--- config.mk ---
export PLATFORM = sky130hd
export DESIGN_NAME = baud_ctrl
export DESIGN_NICKNAME = d
export VERILOG_FILES = /design/src/rtl/baud_ctrl.sv
export SDC_FILE = /design/constraint.sdc
export NUM_CORES = 1
export LEC_CHECK = 0
export ABC_AREA = 1
export BUFFER_PORTS_ARGS = -buffer_cell sky130_fd_sc_hd__buf_2
export CAP_MARGIN = 20
export CORE_UTILIZATION = 43
export DETAILED_ROUTE_END_ITERATION = 8
export PLACE_DENSITY = 0.68
export SYNTH_ARGS = -nofsm -noshare
export SYNTH_HDL_FRONTEND = slang
export SYNTH_SLANG_ARGS = --single-unit
export TNS_END_PERCENT = 50
--- constraint.sdc ---
create_clock -name clk50 -period 5.95 [get_ports clk50]
set_input_delay 0.595 -clock clk50 [delete_from_list [all_inputs] [get_ports clk50]]
set_output_delay 0.595 -clock clk50 [all_outputs]
set_load 0.03 [all_outputs]
--- src/rtl/baud_ctrl.sv ---
// baud_ctrl: runtime-selectable UART baud divider.
// Produces tick16 (16x oversample strobe), tick1 (bit strobe) and the legacy
// clkout16 square wave. The host changes the rate through a req/ack handshake
// and the new divisor only takes effect once both RX and TX are idle.
module baud_ctrl #(
    parameter logic [2:0] DEFAULT_SEL = 3'd1,
    parameter int         CNT_W       = 16
) (
    input  logic       clk50,
    input  logic       rst_n,
    input  logic       cfg_req,
    input  logic [2:0] cfg_sel,
    input  logic       busy_rx,
    input  logic       busy_tx,
    output logic       cfg_ack,
    output logic       cfg_err,
    output logic [2:0] cur_sel,
    output logic       tick16,
    output logic       tick1,
    output logic       clkout16
);

    localparam logic [1:0] IDLE  = 2'd0;
    localparam logic [1:0] PEND  = 2'd1;
    localparam logic [1:0] APPLY = 2'd2;
    localparam logic [1:0] ACK   = 2'd3;

    // Divisor = round(50 MHz / (16 * baud)). Codes 6 and 7 are never applied.
    function automatic logic [CNT_W-1:0] div_of(input logic [2:0] s);
        case (s)
            3'd0:    div_of = CNT_W'(651);
            3'd1:    div_of = CNT_W'(326);
            3'd2:    div_of = CNT_W'(163);
            3'd3:    div_of = CNT_W'(81);
            3'd4:    div_of = CNT_W'(54);
            3'd5:    div_of = CNT_W'(27);
            default: div_of = CNT_W'(0);
        endcase
    endfunction

    function automatic logic sel_ok(input logic [2:0] s);
        sel_ok = (s < 3'd6);
    endfunction

    logic [1:0]       state;
    logic [2:0]       nsel;
    logic [CNT_W-1:0] div;
    logic [CNT_W-1:0] cnt;
    logic [3:0]       sub;
    logic [CNT_W-1:0] last;
    logic [CNT_W-1:0] half_m1;

    assign last    = div - CNT_W'(1);
    assign half_m1 = (div >> 1) - CNT_W'(1);

    // Divider: free-running counter; APPLY restarts the phase at the new divisor.
    always_ff @(posedge clk50 or negedge rst_n) begin
        if (!rst_n) begin
            div      <= div_of(DEFAULT_SEL);
            cnt      <= '0;
            sub      <= '0;
            tick16   <= 1'b0;
            tick1    <= 1'b0;
            clkout16 <= 1'b0;
        end else if (state == APPLY) begin
            div      <= div_of(nsel);
            cnt      <= '0;
            sub      <= '0;
            tick16   <= 1'b0;
            tick1    <= 1'b0;
            clkout16 <= 1'b0;
        end else begin
            tick16 <= 1'b0;
            tick1  <= 1'b0;
            if (cnt == last) begin
                cnt      <= '0;
                tick16   <= 1'b1;
                sub      <= sub + 4'd1;
                tick1    <= (sub == 4'd15);
                clkout16 <= 1'b0;
            end else begin
                cnt <= cnt + CNT_W'(1);
                if (cnt == half_m1)
                    clkout16 <= 1'b1;
            end
        end
    end

    // Config handshake FSM: latch request, wait for idle link, apply, ack once.
    always_ff @(posedge clk50 or negedge rst_n) begin
        if (!rst_n) begin
            state   <= IDLE;
            nsel    <= DEFAULT_SEL;
            cur_sel <= DEFAULT_SEL;
            cfg_ack <= 1'b0;
            cfg_err <= 1'b0;
        end else begin
            cfg_ack <= 1'b0;
            case (state)
                IDLE: begin
                    cfg_err <= 1'b0;
                    if (cfg_req) begin
                        nsel  <= cfg_sel;
                        state <= PEND;
                    end
                end
                PEND: begin
                    if (!sel_ok(nsel)) begin
                        cfg_ack <= 1'b1;
                        cfg_err <= 1'b1;
                        state   <= ACK;
                    end else if (!busy_rx && !busy_tx) begin
                        state <= APPLY;
                    end
                end
                APPLY: begin
                    cur_sel <= nsel;
                    cfg_ack <= 1'b1;
                    cfg_err <= 1'b0;
                    state   <= ACK;
                end
                default: begin
                    cfg_err <= 1'b0;
                    state   <= IDLE;
                end
            endcase
        end
    end

endmodule

==> run metrics, run 1 <==
first-pass GRT wire length roughly 11 mm; status completed; final worst-path cycle share 37.99%; Post-synth EDFFs 0; Root Buffer clkbuf_8; Post-Syn Area per Cell 6.951 um^2; vias in the first global route 2,420; area leader, netlist dfrtp_1; Worst EP arrival 2.43 ns; largest net degree at the start of global routing 44; CTS tree done; clock slew at reported path FFs around 0.080 ns; row count 29; Pleak 1.620 nW; final-stage net count 454; Worst setup SP type flop; Fmax 442.4 MHz; M1 wire length between 3 and 4 mm; Yosys top cell area share 31.49%; PortBufs 15; Synth area leaders dfrtp_1 (31%), nand2_1 (17%), inv_1 (6.6%), nor2_1 (6.6%), nand3_1 (5.4%); Synth top cells by count nand2_1 (136), inv_1 (52), nor2_1 (52), dfrtp_1 (37), nand3_1 (32); dpl hpwl 5.094 mm; I/O Pins 16; total gr overflow 0; CTS Buf Count 5; sequential area share after synthesis roughly 37%; placed insts roughly 510; Worst Hold Class in2async; initial antenna violation count 0; most used flip-flop cell after synthesis dfrtp_1; worst setup margin 3.690 ns; finished layout cell area around 3200 um^2; RSZ-0062 raised after global routing false; min Tclk post-route 2.260 ns; Clk Latency, worst-skew pair about 0.29 ns; Max clock buf depth 2; Async SR Flop Fraction 100.0%; met3 WL around 240 um; Hold WS ~0.43 ns; worst rel slew slack 39.43%; drt wl/cell 12.58 um; DRC Markers 0; height of the die 84.69 um; Iteration-0 DRC Markers 180; GP Congestion 0.8600; final setup violating endpoints 0; Syn Std Cell Area 2940 um^2; TNS Setup 0 ns; Synth cell types 31; Yosys reg bits 43; max-slew violation count 0; reg-to-reg startpoint div[1]; Final Hold Viols 0; crit path to cnt[11]; met2 WL between 3 and 4 mm; PnR Total Power ~1.6 mW; DP Worst Slack around 3.7 ns; CTS resizes 0; drt first pass iters 5; flop-to-flop setup slack 3.69 ns; max cap viols 0; VDD IR max 335.7 uV; syn_nets roughly 440; Antenna Cells 0; Post-CTS Setup Bufs 0; R2R depth 13; starting density of the core 45.52%; clock skew 0.004049 ns; Die Wd 84.69 um; area grow syn2layout 7.277%; Post-DP Area around 3000 um^2; Detail Route Antenna Nets 0; critical path class reg2reg; cells after synthesis 423; CP max FO 15; CP Capture Type flop; routed vias 2,642; H-Tree Depth 2; Worst-Margin Slew 0.9085 ns; most instantiated library cell after synthesis nand2_1; core area 6459 um^2; CP startpoint div[1]; P per Cell Area 497.9 nW/um^2; Worst EP required 6.12 ns; proportion of layout cells with a drive suffix above 1 12.98%; drt via density 5.120; yosys synthesis warning count 0; top routing layer used met4; TritonCTS Sinks 43; end-of-flow core utilization 48.84%; hold buffers post-CTS 0; die area 7172 um^2; gr usage total 19.72%; DRT Wirelength 6.492 mm; reg-to-reg endpoint cnt[11]; Post-Layout Cell Count 516
cell families after synthesis:
group	share of synthesized area (%)
simple gates	39.15
xor+xnor	5.617
mux	0.3830
buf+inv	8.468
flops	36.85
fa+ha+maj	3.404
compound gates	6.128
power breakdown:
group	switching [mW]	total (mW)	internal (mW)
clock	0.0956	0.178	0.0820
sequential	0.0969	0.483	0.386
combinational	0.610	0.910	0.299
total	0.803	1.57	0.768
critical path, cell delays in order, from the launching register on:
cell	delay [ns]
dfstp_2	0.53
inv_1	0.10
ha_1	0.31
inv_1	0.04
nand2_1	0.05
nand2_1	0.04
nor2_1	0.12
nand2_1	0.06
nor2_1	0.08
nand3_1	0.13
nor2_2	0.18
nand3_4	0.16
nand2_4	0.25
nor2_1	0.08
sequential cells by signal, summed over array words and instances, names as in the netlist:
signal	cells
cfg_err	1
cfg_ack	1
clkout16	1
cur_sel	3
state	2
sub	4
tick16	1
nsel	3
div	10
cnt	16
tick1	1
cells in the final DEF (no fill, tap or decap), types with 2 or more instances in the layout:
master,instances
nand2_1,136
inv_1,52
nor2_1,52
dfrtp_1,37
nand3_1,32
o21ai_0,17
buf_2,15
nor2_2,14
xor2_1,12
nand4_1,9
ha_1,8
dfstp_2,6
nor3_1,5
nor2_4,5
xnor2_1,5
a21oi_1,5
o22ai_1,5
clkbuf_8,5
inv_2,3
nand2_4,2
how the worst min path moves through the flow:
stage / end / slack [ns] / start
3_3_place_gp: cur_sel[2] / 0.48 / cur_sel[2]
6_report: cur_sel[1] / 0.43 / rst_n
5_1_grt: cur_sel[1] / 0.52 / rst_n
4_1_cts: state[1] / 0.47 / rst_n
2_1_floorplan: cfg_ack / 0.30 / rst_n
3_5_place_dp: cur_sel[2] / 0.48 / cur_sel[2]
routing by layer:
| layer | GRT usage [%] | vias up |
|---|---|---|
| met1 | 27.52 | 1215 |
| li1 | - | 1353 |
| met3 | 2.950 | 15 |
| met4 | 7.396 | 0 |
| met2 | 31.12 | 59 |
| met5 | 0 | - |
area by class of cell:
| class | count | area (um^2) |
|---|---|---|
| Clock inverter | 2 | 12.51 |
| Tap cell | 77 | 96.34 |
| Sequential cell | 43 | 1084 |
| Clock buffer | 6 | 72.57 |
| Inverter | 55 | 206.4 |
| Timing Repair Buffer | 15 | 75.07 |
| Fill cell | 646 | 3304 |
| Multi-Input combinational cell | 318 | 1608 |
Power figures use the tool's default switching activity.
==> run 2: changes to the inputs <==
PLACE_DENSITY = 0.7   (was 0.68)
clock period = 2 ns   (was 5.95 ns; I/O delays follow)
==> run metrics, run 2 (synthesis gave the netlist of run 1 again) <==
status complete, but fails checks; failing checks setup timing; CTS Buf Count 5; DRT Wirelength 6.999 mm; Iteration-0 DRC Markers 126; most frequent cells in the layout nand2_1 (135), inv_1 (50), nor2_1 (50), dfrtp_1 (37), nand3_1 (24); max reg flops 16; critical path class reg2reg; final-stage net count 476; I/O Pins 16; DP Worst Slack -0.08466 ns; routed vias 2,734; P per Cell Area 1502 nW/um^2; first-pass GRT wire length between 10 and 15 mm; max-slew violation count 0; PortBufs 15; Root Buffer clkbuf_8; core area 6459 um^2; CTS tree done; final worst-path cycle share 103.3%; initial antenna violation count 0; vias in the first global route 2,563; Post-Layout Cell Count 538; end-of-flow core utilization 53.22%; top flop regs cnt: 16 flops, div: 10 flops, sub: 4 flops; drt via density between 5 and 6; area grow syn2layout 16.89%; placed insts 527; Fmax 484.0 MHz; Max clock buf depth 2; min Tclk post-route 2.066 ns; PnR Total Power ~5.2 mW; Clk Latency, worst-skew pair approximately 0.30 ns; gr usage total 21.40%; TNS Setup -0.6770 ns; Worst Hold Class in2reg; drt first pass iters 4; Pleak 1.740 nW; clock skew between 0.005 and 0.006 ns; Die Wd roughly 85 um; Antenna Cells 0; # fillers 662; proportion of layout cells with a drive suffix above 1 about a fifth; total gr overflow 0; Worst EP required 2.20 ns; DRC Markers 0; Worst-Margin Slew 0.5420 ns; starting density of the core 45.52%; GP Congestion 0.8963; hold path depth 3; Worst setup SP type flop; RSZ-0062 raised after global routing true; Final Hold Viols 0; clock slew at reported path FFs around 0.09 ns; worst rel slew slack a little under two thirds; dpl hpwl 5.396 mm; Detail Route Antenna Nets 0; Top reg by flops cnt; height of the die 84.69 um; largest net degree at the start of global routing 44; commonest non-fill, non-tap cell in the layout nand2_1; final setup violating endpoints 22; R2R depth 14; drt wl/cell 13.01 um; TritonCTS Sinks 43; CP max FO 5; max cap viols 0; VDD IR max between 800 and 900 uV; H-Tree Depth 2; worst setup margin -0.06604 ns; die area slightly above 7000 um^2; Worst EP arrival between 2 and 2.5 ns; CP Capture Type flop; row count 29
==> run 2: per-layer routing <==
layer / GRT usage [%] / up-vias / share of wire (%)
met5: 0 / - / 0
met4: 8.629 / 0 / 2.1
met3: 4.031 / 10 / 5.6
met2: 34.37 / 69 / 45
met1: 28.51 / 1255 / 47
li1: - / 1400 / -
==> run 2: worst max-delay path: stages (launching register included) <==
cell and delay, ns:
dfstp_2 0.56, inv_4 0.05, ha_4 0.26, inv_2 0.03, nand2_1 0.05, nand2_1 0.05, nor2_1 0.09, nand2_1 0.06
nor2_1 0.11, nand3_1 0.12, nor2_2 0.18, nand3_4 0.14, buf_6 0.17, nand3_2 0.05, nand2_1 0.04
==> run 2: stage by stage <==
| stage | instance area [um^2] | hold WS, ns |
|---|---|---|
| floorplan | 2940 | -0.09559 |
| global placement | 3212 | 0.3030 |
| detailed placement | 3212 | 0.3129 |
| CTS | 3371 | 0.1167 |
| global route | 3437 | 0.1211 |
| finish | 3437 | 0.1209 |
==> run 2: area by class of cell <==
cell class	count	area, um^2	area share, %
inverter	55	209.0	6.079
clock inverter	3	23.77	0.6917
timing repair buffer	37	250.2	7.281
clock buffer	5	68.82	2.002
multi-input combinational	318	1705	49.62
tap	77	96.34	2.803
sequential	43	1084	31.53
==> run 2: path summary, 6_finish.rpt <==
check	from	to	slack, ns
worst max-delay path	div[1]	sub[2]	-0.07
worst min-delay path	cfg_sel[0]	nsel[0]	0.12
worst max register to register	div[1]	sub[2]	-0.07
worst min register to register	cur_sel[2]	cur_sel[2]	0.49
max in group asynchronous	rst_n	div[8]	1.13
min in group asynchronous	rst_n	nsel[1]	0.49
==> run 2: what timing repair did <==
item | CTS | global route
endpoints found under the setup margin | 22 | 23
hold buffers | 1 | 0
hold endpoints to repair | 37 | 0
gates resized for setup | 10 | 14
cloned | 1 | 0
buffers inserted | 1 | 0
pin swaps | 2 | 13
==> run 2: where the power goes <==
group	switching (mW)	leakage, nW	internal (mW)
clock	0.340	0.0408	0.250
combinational	1.95	1.15	1.17
sequential	0.306	0.553	1.15
==> run 3: changes to the inputs <==
ABC_AREA = 0   (was 1)
==> run metrics, run 3 <==
Post-Syn Area per Cell roughly 9.2 um^2; yosys synthesis warning count 0; height of the die roughly 84 um; worst rel slew slack 63.41%; Worst EP required 2.18 ns; drt via density 5.683; finished layout cell area ~3600 um^2; Worst-Margin Slew 0.5489 ns; DRT Wirelength 7.497 mm; clock skew 0.008280 ns; max reg flops 16; Yosys top cell area share 32.01%; status complete, but fails checks; Iteration-0 DRC Markers 127; Root Buffer clkbuf_8; TritonCTS Sinks 43; DP Worst Slack -0.6475 ns; adder-cell share of the synthesized area 3.460%; Die Wd 84.02 um; Max clock buf depth 2; proportion of layout cells with a drive suffix above 1 32.90%; PnR Total Power 5.474 mW; Worst EP arrival approximately 2.8 ns; sequential area share after synthesis 37.46%; RSZ-0062 raised after global routing true; H-Tree Depth 2; Final Hold Viols 0; VDD IR max 919.3 uV; gr usage total 23.34%; Post-DP Area 3452 um^2; Synth area leaders dfrtp_1 (32%), xor2_1 (6.4%), dfstp_2 (5.4%), xnor2_1 (3.9%), nor2_1 (3.8%); Worst Hold Class in2reg; GP Congestion 0.9822; CP Capture Type flop; total gr overflow 0; Post-synth EDFFs 0; Async SR Flop Fraction 100.0%; Top reg by flops cnt; CTS Buf Count 5; starting density of the core 45.04%; drt first pass iters 4; Fmax a little under 400 MHz; clock slew at reported path FFs roughly 0.080 ns; routed vias 2,614; top flop regs cnt: 16 flops, div: 10 flops, sub: 4 flops; area leader, netlist dfrtp_1; Clk Latency, worst-skew pair 0.30 ns; PortBufs 15; core area 6422 um^2; Syn Std Cell Area 2893 um^2; max-slew violation count 0; Synth Area in Simple Gates between 20% and 30%; vias in the first global route around 2,700; first-pass GRT wire length approximately 13 mm; drt wl/cell 16.30 um; CTS tree done; min Tclk post-route 2.601 ns; largest net degree at the start of global routing 44; cells after synthesis 313; initial antenna violation count 0; P per Cell Area 1503 nW/um^2; Post-Layout Cell Count 460; area grow syn2layout 25.91%; Synth Area in Compound Gates 14.45%; CP max FO 5; placed insts roughly 450; commonest non-fill, non-tap cell in the layout buf_4; Pleak 1.646 nW; # fillers 579; final worst-path cycle share 130.0%; syn_nets 329; die area 7059 um^2; I/O Pins 16; post-synthesis mux area share 3.763%; Detail Route Antenna Nets 0; critical path class reg2reg; max cap viols 0; dpl hpwl about 5.5 mm; failing checks setup timing; Yosys reg bits 43; final-stage net count 398; worst setup margin -0.6005 ns; Hold WS 0.1340 ns; Synth cell types 64; Synth top cells by count dfrtp_1 (37), nor2_1 (29), xor2_1 (21), inv_1 (16), nand3_1 (16); most frequent cells in the layout buf_4 (66), dfrtp_1 (37), nor2_1 (28), xor2_1 (21); most used flip-flop cell after synthesis dfrtp_1; largest family of logic cells by synthesized area simple AND/OR/NAND/NOR gates; Antenna Cells 0; xor and xnor area share after synthesis 10.29%; most instantiated library cell after synthesis dfrtp_1; final setup violating endpoints 23; row count 29; DRC Markers 0; Worst setup SP type flop
==> run 3: power breakdown <==
part	total (mW)	internal (mW)	switching (mW)
Clock	0.538	0.245	0.293
Combinational	3.52	1.68	1.84
Sequential	1.41	1.15	0.260
==> run 3: per-stage QoR <==
stage / setup TNS [ns] / utilization (%)
global route: -13.77 / 56.71
floorplan: -12.37 / -
detailed placement: -11.92 / 53.75
finish: -12.03 / 56.71
CTS: -11.70 / 56.03
global placement: -10.12 / 53.75
==> run 3: area by class of cell <==
class | count | area [um^2] | share of cell area, %
flip-flops and latches | 43 | 1084 | 29.75
clock inverters | 1 | 5.005 | 0.1374
clock buffers | 7 | 76.32 | 2.096
inverters | 16 | 62.56 | 1.718
well taps | 77 | 96.34 | 2.645
repair buffers | 84 | 611.8 | 16.80
multi-input cells | 232 | 1707 | 46.86
==> run 3: critical path, cell delays in order, from the launching register on <==
cell      delay (ns)
dfstp_2         0.39
inv_4           0.07
ha_4            0.12
or4b_4          0.48
or4_4           0.51
a21oi_4         0.18
o311ai_4        0.18
nor4_2          0.21
mux2_1          0.35
==> run 3: final timing paths <==
kind,startpoint,endpoint,slack [ns],cells after the start
min in group asynchronous,rst_n,cnt[15],0.50,3
worst max register to register,div[1],sub[2],-0.60,8
max in group asynchronous,rst_n,div[6],1.10,3
worst min register to register,cur_sel[2],cur_sel[2],0.51,1
worst max-delay path,div[1],sub[2],-0.60,8
worst min-delay path,cfg_sel[1],nsel[1],0.13,2
==> run 3: metal layers <==
layer / up-vias / track usage, % / routed length (um)
li1: 1246 / - / -
met1: 1278 / 29.64 / 3276
met2: 73 / 40.31 / 3683
met3: 17 / 3.660 / 354
met4: 0 / 7.994 / 182
met5: - / 0 / 0
==> run 3: kinds of logic after synthesis <==
kind of cell / count (synthesis)
muxes: 10
and+or+nand+nor: 124
AOI/OAI and AO/OA: 56
buffers and inverters: 38
adders and majority gates: 8
DFF: 43
xor gates and xnor gates: 34
==> run 3: what timing repair did <==
action                                 in CTS  in global routing
setup buffers                               1                  2
resized for setup                           8                  6
pin swaps                                   2                  2
hold buffers                                1                  0
setup endpoints to repair                  23                 23
endpoints found under the hold margin      36                  0
